<file path="src/rtl/rr_stream_mux.sv">
// Round-robin N-channel valid/ready stream mux with a one-entry registered output buffer.
// Optional packet locking on in_last is enabled by defining RR_MUX_LAST_LOCK_EN.
module rr_stream_mux #(
  parameter  int N     = 4,
  parameter  int WIDTH = 8,
  localparam int SEL_W = $clog2(N)
) (
  input  logic               clk,
  input  logic               rst,
  input  logic [N-1:0]       in_valid,
  output logic [N-1:0]       in_ready,
  input  logic [N*WIDTH-1:0] in_data,
  output logic               out_valid,
  input  logic               out_ready,
  output logic [WIDTH-1:0]   out_data,
  output logic [SEL_W-1:0]   out_sel
`ifdef RR_MUX_LAST_LOCK_EN
  ,
  input  logic [N-1:0]       in_last,
  output logic               out_last
`endif
);

  // Handshake: a beat moves on any interface in a cycle where valid and ready are both 1
  // at the rising edge; valid never waits on ready, and in_ready is combinational.

  logic             load_en;
  logic             win_ok;
  logic             take;
  logic [SEL_W-1:0] winner;
  logic [SEL_W-1:0] rr_ptr;
  logic [SEL_W-1:0] ptr_next;
  int               idx;

`ifdef RR_MUX_LAST_LOCK_EN
  logic             lock;
  logic [SEL_W-1:0] owner;
`endif

  assign load_en = !out_valid | out_ready;

  // Scan channels starting at rr_ptr with wrap-around; first valid channel wins.
  always_comb begin
    winner = '0;
    win_ok = 1'b0;
    idx    = 0;
    for (int i = 0; i < N; i++) begin
      idx = int'(rr_ptr) + i;
      if (idx >= N) idx = idx - N;
      if (!win_ok && in_valid[idx]) begin
        winner = SEL_W'(idx);
        win_ok = 1'b1;
      end
    end
`ifdef RR_MUX_LAST_LOCK_EN
    if (lock) begin
      winner = owner;
      win_ok = in_valid[owner];
    end
`endif
  end

  assign take     = win_ok & load_en;
  assign ptr_next = (winner == SEL_W'(N - 1)) ? '0 : winner + 1'b1;

  always_comb begin
    in_ready = '0;
    if (take && !rst) in_ready[winner] = 1'b1;
  end

  always_ff @(posedge clk or posedge rst) begin
    if (rst) begin
      out_valid <= 1'b0;
      out_data  <= '0;
      out_sel   <= '0;
      rr_ptr    <= '0;
`ifdef RR_MUX_LAST_LOCK_EN
      out_last  <= 1'b0;
      lock      <= 1'b0;
      owner     <= '0;
`endif
    end else if (take) begin
      out_valid <= 1'b1;
      out_data  <= in_data[int'(winner)*WIDTH +: WIDTH];
      out_sel   <= winner;
`ifdef RR_MUX_LAST_LOCK_EN
      out_last  <= in_last[winner];
      // The pointer only moves at packet end so the next packet is arbitrated fairly.
      if (in_last[winner]) begin
        lock   <= 1'b0;
        rr_ptr <= ptr_next;
      end else begin
        lock   <= 1'b1;
        owner  <= winner;
      end
`else
      rr_ptr    <= ptr_next;
`endif
    end else if (out_ready) begin
      out_valid <= 1'b0;
    end
  end

endmodule

</file>
<file path="config.mk">
export PLATFORM = sky130hd
export DESIGN_NAME = rr_stream_mux
export DESIGN_NICKNAME = d
export VERILOG_FILES = /design/src/rtl/rr_stream_mux.sv
export SDC_FILE = /design/constraint.sdc
export NUM_CORES = 1
export LEC_CHECK = 0
export BUFFER_PORTS_ARGS = -buffer_cell sky130_fd_sc_hd__buf_2
export CORE_MARGIN = 1
export CORE_UTILIZATION = 45
export CTS_CLUSTER_DIAMETER = 100
export DETAILED_ROUTE_END_ITERATION = 8
export PLACE_DENSITY = 0.9
export SETUP_SLACK_MARGIN = 0.1
export SLEW_MARGIN = 20
export SYNTH_ARGS = -nofsm -noshare
export SYNTH_HDL_FRONTEND = slang
export SYNTH_SLANG_ARGS = --single-unit
</file>
<file path="constraint.sdc">
create_clock -name clk -period 2.38 [get_ports clk]
set_input_delay 0.119 -clock clk [delete_from_list [all_inputs] [get_ports clk]]
set_output_delay 0.119 -clock clk [all_outputs]
set_load 0.02 [all_outputs]
</file>
==> flow_summary.ini <==
[critical_path]
worst_ep_required_time_ps = 2260
crit_fanout = 9
worst_path_max_delay_cell = dfrtp_2
path_class = flop to output port
startpoint_type = flop
path_cells = inv_1 > a221o_2 > and2_1 > inv_4 > ha_1 > nor3b_1 > buf_2
crit_start = rr_ptr[0]$_DFFE_PP0P_
arrival_ps = 2080
endpoint = in_ready[1]
reg2reg_from = rr_ptr[1]$_DFFE_PP0P_
cp_num_buf_inv = 3
r2r_cells = 6
cp.depth = 7
reg2reg_slack_ps = 530
worst_setup_path_end_kind = output port
reg2reg_to = rr_ptr[1]$_DFFE_PP0P_
cp_slowest_stage_delay_ps = 410
cp_top_family = simple AND/OR/NAND/NOR gates

[synthesis]
postSynthCellCount = 103
netlist_area_um2 = 1060
ys_seq_area_share_pct = 30.7
syn_nets = 146
synth_edf_count = 0
syn_area_per_cell_um2 = 10.3
ys_seq_elements = 13
async_flop_share_pct = 100
synth_cell_type_count = 35
synthFlopType = dfrtp_1
synth_warnings = 0

[cells_and_area]
layout_common_cells = buf_2 (53), dfrtp_1 (11), nand2_1 (9), mux2i_1 (9)
syn2layout_area_growth_pct = 31.9
drive_above_1_share_pct = 50.6
postLayoutCellArea_um2 = 1400
mostFrequentLayoutCell = buf_2
antennaDiodeCount = 0
num-nets-final = 202

[global_routing]
grt_max_degree = 15
met1_usage_pct = 30.3
busiest_layer = met2
grt_pass1_vias = 953
grt.met3_usage_pct = 2.12
gr-usage-met2_pct = 37.3
grt_remaining_overflow = 0
grt_use_total_pct = 22.5
grt_pass1_wl_um = 4380
antenna_found_initial = 0

[floorplanning]
start_util_pct = 47.9
die_x_um = 50.5
io_pins = 54
core-area_um2 = 2210
num_rows = 17
dieHeight_um = 50.5
dieArea_um2 = 2550

[status]
status = finished clean

[clocking]
clk_pin_slew_worst_paths_ps = 80
cts-root-buf = clkbuf_4
cts_buffer_depth = 2
cts_buffers = 3
clock-sinks = 13
cts_tree = done
htreeDepth = 1
clock_latency_ps = 280

[routing]
antenna_left = 0
vias = 1064
post_drt_wl_per_cell_um = 14.9
dr.first_iter.drc_count = 42
first_pass_iters = 4
wirelength_um = 2770
drt-vias-per-instance = 5.72
drc_errors = 0

[sta]
final-setup-viol-count = 0
maxSlewHeadroom_pct = 52.1
finalHoldViolCount = 0
finalCritPeriodShare_pct = 92.2
rsz0062_at_grt = true
fin_tns_setup_ps = 0
min_period_ps = 2200
skew_ps = 6.39
slew_viol_final = 0
tightest_slew_ps = 715
fmax_mhz = 456

[power]
peakVddDrop_mv = 0.477
p_per_area_nw_per_um2 = 820
power_leakage_nw = 0.676

[place]
gp_congestion = 0.864
hpwl_um = 2200
port_buffers = 53
placed_area_um2 = 1340

[min_path]
hp-class = input port to flop

[run]
maxCapViolations = 0
## timing repair
item                                    4_1_cts  5_1_grt
resized for setup                             1        3
pin swaps                                     1        2
hold endpoints to repair                     13        0
hold buffers                                  1        0
endpoints found under the setup margin        4        4
buffers inserted                              0        1
## synth_stat cells (2+ instances only)
cell type	n	share of area (%)
and4_1	8	6.6
nor3b_1	4	2.8
nor2b_1	2	1.2
clkbuf_1	2	0.71
o311ai_1	8	6.6
o31a_2	8	7.6
o21ai_1	8	3.8
inv_1	3	1.1
mux2i_1	9	8.5
or2_1	2	1.2
nand2_1	9	3.2
ha_1	4	4.7
dfrtp_1	13	31
a21o_1	2	1.4
## flip-flops by register name, indices dropped and copies added, names as in the netlist
name / cells
out_data: 8
out_sel: 2
rr_ptr: 2
out_valid: 1
## cell type report
| class | instances | area (um^2) |
|---|---|---|
| well taps | 28 | 35.0 |
| flip-flops and latches | 13 | 328 |
| repair buffers | 56 | 303 |
| multi-input cells | 81 | 681 |
| fillers | 208 | 815 |
| inverters | 4 | 25.0 |
| clock buffers | 4 | 26.3 |
## worst register-to-register path: cells and delay by family, from the launching register on
family                   cells  cell delay [ps]
AND/OR/NAND/NOR              2              280
adder cells (fa/ha/maj)      1              290
buffers and inverters        1              150
AO/OA/AOI/OAI                1              290
flip-flops                   1              440
multiplexers                 1              280
## metrics by stage
stage          power [mW]  cells  utilization [%]  hold slack, ps  worst slack (ps)
5_1_grt              1.22    186             63.2             192              87.2
3_3_place_gp        0.943    180             60.4             213               381
4_1_cts              1.12    185             62.0             157               129
6_report             1.15    186             63.2             156               185
3_5_place_dp        0.971    180             60.4             234               344
2_1_floorplan       0.791    103                -           -4.04               390
## power by group
| group | switching, mW | total (mW) | internal, mW | leakage (nW) |
|---|---|---|---|---|
| combinational | 0.367 | 0.648 | 0.281 | 0.508 |
| clock | 0.0770 | 0.142 | 0.0650 | 0.0150 |
| sequential | 0.0554 | 0.357 | 0.301 | 0.153 |
## worst min-delay path by stage
stage / depth (start not counted) / startpoint / end / slack, ps
2_1_floorplan: 1 / rst / out_data[0]$_DFFE_PP0P_ / -4
3_3_place_gp: 2 / rst / rr_ptr[0]$_DFFE_PP0P_ / 210
3_5_place_dp: 2 / rst / out_data[5]$_DFFE_PP0P_ / 230
4_1_cts: 3 / in_valid[2] / out_valid$_DFFE_PP0P_ / 160
5_1_grt: 3 / in_valid[0] / out_valid$_DFFE_PP0P_ / 190
6_report: 3 / in_valid[2] / out_valid$_DFFE_PP0P_ / 160
## layer usage
layer	vias to the layer above	wire length, um
li1	513	-
met1	507	1160
met2	40	1440
met3	4	133
met4	0	34
met5	-	0
## kinds of logic (layout without fill, tap and decap cells)
group | after synthesis | count (layout) | share of synthesized area [%]
muxes | 10 | 10 | 9.56
adders and majority gates | 4 | 4 | 4.72
buffers and inverters | 9 | 64 | 5.08
and+or+nand+nor | 34 | 34 | 22.2
DFF | 13 | 13 | 30.7
AOI/OAI and AO/OA | 33 | 33 | 27.7
Power figures use the tool's default switching activity.
